--- config.mk ---
export PLATFORM = sky130hd
export DESIGN_NAME = seq_pattern_tx_flat
export DESIGN_NICKNAME = d
export VERILOG_FILES = /design/src/rtl/seq_pattern_tx_if.sv /design/src/rtl/seq_pattern_tx.sv /design/src/flat_wrapper.sv
export SDC_FILE = /design/constraint.sdc
export NUM_CORES = 1
export LEC_CHECK = 0
export BUFFER_PORTS_ARGS = -buffer_cell sky130_fd_sc_hd__buf_2
export CORE_MARGIN = 5
export CORE_UTILIZATION = 55
export DETAILED_ROUTE_END_ITERATION = 10
export PLACE_DENSITY = 0.89
export SYNTH_ARGS = -nofsm -noshare
export SYNTH_HDL_FRONTEND = slang
export SYNTH_SLANG_ARGS = --single-unit
--- constraint.sdc ---
create_clock -name clk -period 2.58 [get_ports clk]
set_clock_uncertainty 0.1 [all_clocks]
set_input_delay 0.129 -clock clk [delete_from_list [all_inputs] [get_ports clk]]
set_output_delay 0.129 -clock clk [all_outputs]
set_load 0.02 [all_outputs]
--- src/rtl/seq_pattern_tx_if.sv ---
// rtl/seq_pattern_tx_if.sv - control and serial-output bundle for seq_pattern_tx
interface seq_pattern_tx_if #(
  parameter int CNT_W = 8,
  parameter int GAP_W = 4
) ();
  logic             start;
  logic [CNT_W-1:0] repeat_cnt;
  logic [GAP_W-1:0] gap;
  logic             tx_en;
  logic             abort;
  logic             x_out;
  logic             x_valid;
  logic             sof;
  logic             busy;
  logic             done;

  modport master (
    output start, repeat_cnt, gap, tx_en, abort,
    input  x_out, x_valid, sof, busy, done
  );

  modport slave (
    input  start, repeat_cnt, gap, tx_en, abort,
    output x_out, x_valid, sof, busy, done
  );
endinterface

--- src/rtl/seq_pattern_tx.sv ---
// rtl/seq_pattern_tx.sv - serial pattern burst transmitter paced by a bit-rate enable
module seq_pattern_tx #(
  parameter int               PAT_W   = 7,
  parameter logic [PAT_W-1:0] PATTERN = 7'b1110010,
  parameter int               CNT_W   = 8,
  parameter int               GAP_W   = 4
) (
  input  logic           clk,
  input  logic           reset,
  seq_pattern_tx_if.slave bus
);

  localparam int IW = (PAT_W > 1) ? $clog2(PAT_W) : 1;
  localparam logic [IW-1:0] LAST = IW'(PAT_W - 1);

  typedef enum logic [1:0] {
    IDLE = 2'd0,
    SEND = 2'd1,
    GAP  = 2'd2,
    DONE = 2'd3
  } state_t;

  state_t           state;
  logic [IW-1:0]    idx;
  logic [CNT_W-1:0] frames_left;
  logic [GAP_W-1:0] gap_ctr;
  logic [GAP_W-1:0] gap_lat;
  logic [IW-1:0]    bit_sel;
  logic             last_bit;

  // Out-of-range idx is folded onto the last bit so it always terminates the frame.
  assign last_bit = (idx >= LAST);
  assign bit_sel  = last_bit ? '0 : (LAST - idx);

  assign bus.x_valid = (state == SEND);
  assign bus.x_out   = (state == SEND) && PATTERN[bit_sel];
  assign bus.sof     = (state == SEND) && (idx == '0);
  assign bus.busy    = (state == SEND) || (state == GAP);
  assign bus.done    = (state == DONE);

  always_ff @(posedge clk or negedge reset) begin
    if (!reset) begin
      state       <= IDLE;
      idx         <= '0;
      frames_left <= '0;
      gap_ctr     <= '0;
      gap_lat     <= '0;
    end else if (bus.abort) begin
      state       <= IDLE;
      idx         <= '0;
      frames_left <= '0;
      gap_ctr     <= '0;
    end else begin
      case (state)
        IDLE: begin
          if (bus.start) begin
            gap_lat     <= bus.gap;
            idx         <= '0;
            frames_left <= bus.repeat_cnt;
            state       <= (bus.repeat_cnt != '0) ? SEND : DONE;
          end
        end
        SEND: begin
          if (bus.tx_en) begin
            if (last_bit) begin
              idx         <= '0;
              frames_left <= frames_left - 1'b1;
              if (frames_left <= CNT_W'(1)) begin
                state <= DONE;
              end else if (gap_lat != '0) begin
                gap_ctr <= gap_lat;
                state   <= GAP;
              end
            end else begin
              idx <= idx + 1'b1;
            end
          end
        end
        GAP: begin
          if (bus.tx_en) begin
            if (gap_ctr <= GAP_W'(1)) begin
              gap_ctr <= '0;
              state   <= SEND;
            end else begin
              gap_ctr <= gap_ctr - 1'b1;
            end
          end
        end
        DONE: begin
          state <= IDLE;
        end
        default: begin
          state <= IDLE;
        end
      endcase
    end
  end

endmodule

--- src/flat_wrapper.sv ---
// flat-port wrapper written by rule: the top's interface ports become plain ports
module seq_pattern_tx_flat 
#(
  parameter int               PAT_W   = 7,
  parameter logic [PAT_W-1:0] PATTERN = 7'b1110010,
  parameter int               CNT_W   = 8,
  parameter int               GAP_W   = 4
)
  (clk, reset, bus_start, bus_repeat_cnt, bus_gap, bus_tx_en, bus_abort, bus_x_out, bus_x_valid, bus_sof, bus_busy, bus_done);
  seq_pattern_tx_if #(.CNT_W(CNT_W), .GAP_W(GAP_W)) bus_i ();
  input  logic clk;
  input  logic reset;
  input wire logic [$bits(bus_i.start)-1:0] bus_start;
  input wire logic [$bits(bus_i.repeat_cnt)-1:0] bus_repeat_cnt;
  input wire logic [$bits(bus_i.gap)-1:0] bus_gap;
  input wire logic [$bits(bus_i.tx_en)-1:0] bus_tx_en;
  input wire logic [$bits(bus_i.abort)-1:0] bus_abort;
  output wire logic [$bits(bus_i.x_out)-1:0] bus_x_out;
  output wire logic [$bits(bus_i.x_valid)-1:0] bus_x_valid;
  output wire logic [$bits(bus_i.sof)-1:0] bus_sof;
  output wire logic [$bits(bus_i.busy)-1:0] bus_busy;
  output wire logic [$bits(bus_i.done)-1:0] bus_done;
  assign bus_i.start = bus_start;
  assign bus_i.repeat_cnt = bus_repeat_cnt;
  assign bus_i.gap = bus_gap;
  assign bus_i.tx_en = bus_tx_en;
  assign bus_i.abort = bus_abort;
  assign bus_x_out = bus_i.x_out;
  assign bus_x_valid = bus_i.x_valid;
  assign bus_sof = bus_i.sof;
  assign bus_busy = bus_i.busy;
  assign bus_done = bus_i.done;
  seq_pattern_tx #(.PAT_W(PAT_W), .PATTERN(PATTERN), .CNT_W(CNT_W), .GAP_W(GAP_W)) u_core (.clk(clk), .reset(reset), .bus(bus_i));
endmodule
======== Word level (Yosys, flattened, before mapping) ========
Memories as Yosys holds them, arrays and structs flattened.
Index checks and enable logic that the tools add are counted.
cells by class
  $add $sub $neg .......................... 4
  order comparisons ....................... 4
  equal/unequal tests ..................... 11
  mux-type cells .......................... 30
  bitwise operators ....................... 1
  reductions and logical operators ........ 14
operators with widths
  kind                   count
  $mux W8                4
  $mux W4                7
  $mux W2                9
  $pmux W8 S2            1
  $mux W3                5
  $ne A3 B3 Y1 const B   5
  $reduce_and A6 Y1      2
  $le A8 B1 Y1 const B   1
  $pmux W2 S4            1
  $pmux W4 S2            1
  $reduce_bool A8 Y1     1
  $sub A8 B1 Y8 const B  1
  $ne A3 B2 Y1 const B   2
  $pmux W3 S2            1
  $reduce_and A3 Y1      2
  $reduce_bool A3 Y1     2
  $eq A2 B2 Y1 const B   2
  $le A4 B1 Y1 const B   1
  $lt A3 B4 Y1 const B   1
  $ne A4 B2 Y1 const B   1
  $reduce_and A4 Y1      1
  $reduce_bool A4 Y1     1
  $sub A4 B1 Y4 const B  1
  $add A3 B1 Y3 const B  1
  other kinds (9)        10
word-level totals
  register bits after elaboration ......... 21
  memory bits (read-only) ................. 8
  output and inout bits ................... 5
  memories kept ........................... 1
memory list
  memory           words  width  rd ports  clocked after Yosys merged registers in  write ports  line                  text
  (no name shown)  8      1      1         0                                        0            seq_pattern_tx.sv:36  assign bus.x_out = (state == SEND) && PATTERN[bit_sel];

======== Logic depth before layout (Yosys ltp) ========
  depth after elaboration ................. 7
  mapped depth ............................ 8
  depth with buffers taken out ............ 7

======== Worst setup path after synthesis ========
Ideal clock, no wire load.
  kind .................................... register to output
  start point ............................. register u_core.state[1]
  end point ............................... output port bus_x_out
  arrival ................................. 1.923 ns
  required time ........................... 2.351 ns
  setup slack ............................. 0.428 ns
  cell stages (with the launch flop) ...... 7
  path buffers ............................ 2
  cells stage by stage .................... dfrtp_1 inv_1 ha_1 clkbuf_1 inv_1 clkbuf_1 a211oi_1
on the way
  word-level cells in the longest chain between the ends .. 2
ends and longest elaborated chain
  element                   line                  text
  start: declaration        seq_pattern_tx.sv:23  state_t state;
  start signal: assignment  seq_pattern_tx.sv:60  state <= (bus.repeat_cnt != '0) ? SEND : DONE;
  $eq A2 B1 Y1              --
  net bus_x_valid           flat_wrapper.sv:19    output wire logic [$bits(bus_i.x_valid)-1:0] bus_x_valid;
  $logic_and A1 B1 Y1       seq_pattern_tx.sv:36
  end: declaration          flat_wrapper.sv:18    output wire logic [$bits(bus_i.x_out)-1:0] bus_x_out;
The timed path passes the listed nets, and every way through them passes these cells.

======== Worst setup path in the final report ========
  start point ............................. register u_core.state[1]
  end point ............................... register u_core.gap_ctr[1]
on the way
  word-level cells in the longest chain between the ends .. 3
  elaborated cells between the ends (all ways) .. 11
  classes of those cells .................. 7 x eq/ne; 2 x mux; 2 x reduce/logical
ends and longest elaborated chain
  element                                                               line                  text
  $eq A2 B1 Y1 / $eq A2 B2 Y1 (equally long branches)                   seq_pattern_tx.sv:54  case (state)
  $ne A3 B2 Y1 (no source line) (tied with other cells)                 --
  $reduce_and A6 Y1 (no source line) / $mux W4 (equally long branches)  --
  end signal: assignment                                                seq_pattern_tx.sv:71  gap_ctr <= gap_lat;
  end signal: assignment                                                seq_pattern_tx.sv:85  gap_ctr <= gap_ctr - 1'b1;
  end: declaration                                                      seq_pattern_tx.sv:26  logic [GAP_W-1:0] gap_ctr;
Several ways; a longest one is shown, not always the timed one.
A chain may end at the register's enable or synchronous reset.

==> impl_metrics.prom <==
# TYPE chip_impl_metric gauge
chip_impl_metric{name="maxSlewViolCount",unit=""} 0
chip_impl_metric{name="count_of_placed_standard_cells_including_taps",unit=""} 211
chip_impl_metric{name="floorplan.die.height",unit="um"} 60.5
chip_impl_info{name="critical-path-slowest-cell",value="sky130_fd_sc_hd__ha_1"} 1
chip_impl_metric{name="synthDominantCellAreaShare",unit="%"} 37.4
chip_impl_metric{name="design.portCount",unit=""} 22
chip_impl_metric{name="use_met1",unit="%"} 27.9
chip_impl_metric{name="drcViolationCount",unit=""} 0
chip_impl_metric{name="synth-adder-area-share",unit="%"} 9.80
chip_impl_info{name="cp_common_cell",value="sky130_fd_sc_hd__buf_4"} 1
chip_impl_metric{name="nets",unit=""} 221
chip_impl_metric{name="finalSetupViolations",unit=""} 0
chip_impl_info{name="startpoint_type",value="flop"} 1
chip_impl_metric{name="slowest_delay",unit="ns"} 0.47
chip_impl_metric{name="area_fraction_in_compound_gates_after_synthesis",unit="%"} 23.3
chip_impl_metric{name="gates_resized_cts_repair",unit=""} 0
chip_impl_metric{name="clock-sinks",unit=""} 21
chip_impl_info{name="outcome",value="complete, no violations"} 1
chip_impl_metric{name="timing.critical_path.buf_inv",unit=""} 3
chip_impl_metric{name="clk_latency",unit="ns"} 0.32
chip_impl_info{name="clk_root_buffer_cell",value="sky130_fd_sc_hd__clkbuf_4"} 1
chip_impl_metric{name="grt_antenna_before_repair",unit=""} 0
chip_impl_info{name="cts_tree",value="done"} 1
chip_impl_metric{name="synthXorXnorAreaFrac",unit="%"} 0
chip_impl_metric{name="dr.pass1.iters",unit=""} 4
chip_impl_metric{name="clkSlewWorstSetupHoldPaths",unit="ns"} 0.12
chip_impl_metric{name="synth.yosys.warnings",unit=""} 0
chip_impl_metric{name="via_count",unit=""} 1395
chip_impl_metric{name="syn-instance-count",unit=""} 165
chip_impl_metric{name="htree_levels",unit=""} 1
chip_impl_metric{name="placeableCoreArea",unit="um^2"} 2450
chip_impl_metric{name="first_iter_violations",unit=""} 88
chip_impl_metric{name="crit_fanout",unit=""} 14
chip_impl_metric{name="total_power",unit="mW"} 1.67
chip_impl_info{name="worstSetupPathType",value="reg -> reg"} 1
chip_impl_metric{name="grt_use_met3",unit="%"} 2.98
chip_impl_metric{name="maxCapViolCount",unit=""} 0
chip_impl_metric{name="final.setup.tns",unit="ns"} 0
chip_impl_metric{name="cts_max_path_bufs",unit=""} 2
chip_impl_info{name="rsz_0062_raised_after_global_routing",value="false"} 1
chip_impl_metric{name="layout.area.seq",unit="um^2"} 526
chip_impl_metric{name="cp_data_required_time",unit="ns"} 2.71
chip_impl_metric{name="post_drt_via_cell_ratio",unit=""} 6.28
chip_impl_metric{name="layout-drive-gt1-share",unit="%"} 19.3
chip_impl_metric{name="port-buffer-count",unit=""} 21
chip_impl_info{name="ys.flop_type",value="sky130_fd_sc_hd__dfrtp_1"} 1
chip_impl_metric{name="place.gp.congestion",unit=""} 0.859
chip_impl_metric{name="slew-limit-headroom",unit="%"} 59.7
chip_impl_metric{name="first_pass_grt_wire_length",unit="um"} 6000
chip_impl_metric{name="ir_worst_vdd",unit="uV"} 722
chip_impl_metric{name="postRouteAntennaNets",unit=""} 0
chip_impl_metric{name="die_area",unit="um^2"} 3660
chip_impl_metric{name="grt_pass1_vias",unit=""} 1360
chip_impl_metric{name="total_leakage_power",unit="nW"} 0.726
chip_impl_metric{name="ys_async_sr_fraction",unit="%"} 100
chip_impl_metric{name="layout_min_cycle_time",unit="ns"} 2.38
chip_impl_info{name="post-synth-top-count-cell",value="sky130_fd_sc_hd__o21ai_0"} 1
chip_impl_metric{name="fraction_of_the_core_area_covered_by_cells_at_the_end_of_the_flow",unit="%"} 66.2
chip_impl_metric{name="hold_viol_final",unit=""} 0
chip_impl_metric{name="post_drt_wl_per_cell",unit="um"} 16.3
chip_impl_metric{name="synth_simple_gate_area_share",unit="%"} 19.5
chip_impl_metric{name="cts_inserted_buffers",unit=""} 3
chip_impl_metric{name="antenna-diode-count",unit=""} 0
chip_impl_metric{name="grt_use_total",unit="%"} 21.5
chip_impl_info{name="synth_top_area_cell",value="sky130_fd_sc_hd__dfrtp_1"} 1
chip_impl_metric{name="ys_types",unit=""} 40
chip_impl_info{name="worst_path_dominant_cell_family",value="adder cells"} 1
chip_impl_metric{name="avgSynthCellArea",unit="um^2"} 8.51
chip_impl_metric{name="synth_edf_count",unit=""} 0
chip_impl_metric{name="globalRouteOverflowTotal",unit=""} 0
chip_impl_metric{name="detailed_place_hpwl",unit="um"} 2540
chip_impl_metric{name="synth-seq-area-share",unit="%"} 37.4
chip_impl_info{name="synthTopCellsByCount",value="22 x sky130_fd_sc_hd__o21ai_0, 21 x sky130_fd_sc_hd__dfrtp_1, 17 x sky130_fd_sc_hd__nor2_1"} 1
chip_impl_info{name="synth_top_family_by_area",value="compound AO/OA/AOI/OAI gates"} 1
chip_impl_metric{name="filler_cell_count",unit=""} 207
chip_impl_metric{name="die_w",unit="um"} 60.5
chip_impl_metric{name="synthMuxAreaShare",unit="%"} 4.72
chip_impl_metric{name="cp.arrival",unit="ns"} 2.51
chip_impl_metric{name="placement_rows",unit=""} 18
chip_impl_metric{name="gr-usage-met2",unit="%"} 35.6
chip_impl_metric{name="start_util",unit="%"} 57.2
chip_impl_info{name="worstSetupEndpointType",value="flop"} 1
chip_impl_metric{name="final_min_period_over_clock_period",unit="%"} 92.2
chip_impl_metric{name="syn-num-nets",unit=""} 193
chip_impl_info{name="grt_most_used_layer",value="met2"} 1
chip_impl_metric{name="grt_max_degree",unit=""} 22
chip_impl_info{name="critical_path.cell_chain",value="inv_1 > ha_1 > nand2b_1 > o32a_1 > o211ai_1 > buf_4 > buf_4 > nand2_1 > o31ai_1"} 1
chip_impl_metric{name="max_fclk",unit="GHz"} 0.420
chip_impl_metric{name="multiInputGateArea",unit="um^2"} 805
chip_impl_info{name="synth_top_cells_by_area",value="sky130_fd_sc_hd__dfrtp_1 37%, sky130_fd_sc_hd__ha_1 9.8%, sky130_fd_sc_hd__o21ai_0 7.8%"} 1
chip_impl_info{name="holdCritPathClass",value="in -> reg"} 1
chip_impl_metric{name="synthToLayoutAreaGrowth",unit="%"} 15.7
chip_impl_metric{name="tightestPinTransition",unit="ns"} 0.600
chip_impl_metric{name="power.density_cell_area",unit="nW/um^2"} 1030
chip_impl_metric{name="layout.cells.non_filler",unit=""} 222
chip_impl_metric{name="synth-seq-cells",unit=""} 21
chip_impl_metric{name="syn-cell-area",unit="um^2"} 1400
chip_impl_metric{name="total_wire_length_after_detailed_routing",unit="um"} 3630
==> flip-flops by register name, indices dropped and copies added, names as in the netlist <==
name	flops
u_core.idx	3
u_core.gap_lat	4
u_core.gap_ctr	4
u_core.frames_left	8
u_core.state	2
==> power breakdown <==
group / internal [mW] / leakage (nW) / switching, mW
registers: 0.454 / 0.272 / 0.139
logic: 0.368 / 0.439 / 0.543
clock network: 0.0606 / 0.0150 / 0.108
==> area by class of cell <==
type | instances | area share [%]
well taps | 30 | 2.31
repair buffers | 30 | 11.4
inverters | 12 | 2.77
clock buffers | 4 | 1.62
flip-flops and latches | 21 | 32.4
multi-input cells | 125 | 49.5
==> routing by layer <==
metal	wire length, um	share of wire [%]	vias up
met1	1480	41	651
met2	1770	49	80
met4	121	3.3	0
li1	-	-	646
met3	260	7.2	18
met5	0	0	-
==> cells by family (layout without fill, tap and decap cells) <==
logic type	count (synthesis)	count (layout)
simple gates	53	53
fa+ha+maj	11	11
flops	21	21
buf+inv	19	46
compound gates	55	55
mux	6	6
==> metrics by stage <==
| step | hold slack, ns | setup slack, ns | cell area (um^2) |
|---|---|---|---|
| floorplan | -0.267 | 0.428 | 1400 |
| global placement | 0.00463 | 0.392 | 1530 |
| detailed placement | 0.00800 | 0.227 | 1530 |
| CTS | 0.0111 | 0.210 | 1610 |
| global route | 0.0335 | 0.0595 | 1620 |
| finish | 0.0109 | 0.200 | 1620 |
==> worst register-to-register path: stages, from the launching register on <==
cell	delay, ns
sky130_fd_sc_hd__dfrtp_1	0.45
sky130_fd_sc_hd__inv_1	0.12
sky130_fd_sc_hd__ha_1	0.47
sky130_fd_sc_hd__nand2b_1	0.36
sky130_fd_sc_hd__o32a_1	0.29
sky130_fd_sc_hd__o211ai_1	0.12
sky130_fd_sc_hd__buf_4	0.18
sky130_fd_sc_hd__buf_4	0.11
sky130_fd_sc_hd__nand2_1	0.04
sky130_fd_sc_hd__o31ai_1	0.06
==> cell usage in the layout (no fill, tap or decap), types with 2 or more instances in the layout <==
cell type                       netlist  routed
sky130_fd_sc_hd__buf_2                2      21
sky130_fd_sc_hd__nor2_1              17      17
sky130_fd_sc_hd__o21ai_0             22      22
sky130_fd_sc_hd__dfrtp_1             21      21
sky130_fd_sc_hd__clkbuf_4             0       3
sky130_fd_sc_hd__o211ai_1             2       2
sky130_fd_sc_hd__dlygate4sd3_1        0       5
sky130_fd_sc_hd__mux2_2               5       5
sky130_fd_sc_hd__nor2b_1              2       2
sky130_fd_sc_hd__buf_4                0       4
sky130_fd_sc_hd__nor3_1               5       5
sky130_fd_sc_hd__a21oi_1             13      13
sky130_fd_sc_hd__ha_1                11      11
sky130_fd_sc_hd__nand2b_1             4       4
sky130_fd_sc_hd__nor4_1               5       5
sky130_fd_sc_hd__nand2_1              8       8
sky130_fd_sc_hd__o21ai_1              2       2
sky130_fd_sc_hd__nand3_1              2       2
sky130_fd_sc_hd__inv_1               12      12
sky130_fd_sc_hd__a22oi_1              2       2
sky130_fd_sc_hd__o31ai_1              4       4
==> final timing paths <==
path	startpoint	end	slack, ns	cells past startpoint
max reg2reg	u_core.state[1]	u_core.gap_ctr[1]	0.20	9
min	bus_repeat_cnt[2]	u_core.frames_left[2]	0.01	3
min in group asynchronous	reset	u_core.state[1]	0.19	2
max	u_core.state[1]	u_core.gap_ctr[1]	0.20	9
min reg2reg	u_core.frames_left[3]	u_core.frames_left[3]	0.45	2
max in group asynchronous	reset	u_core.idx[2]	1.86	2
==> repair_timing <==
action	4_1_cts	5_1_grt
setup endpoints to repair	0	1
buffers inserted	0	2
endpoints found under the hold margin	25	0
hold buffers	5	0
No activity file was read; power rests on OpenSTA's default activity.
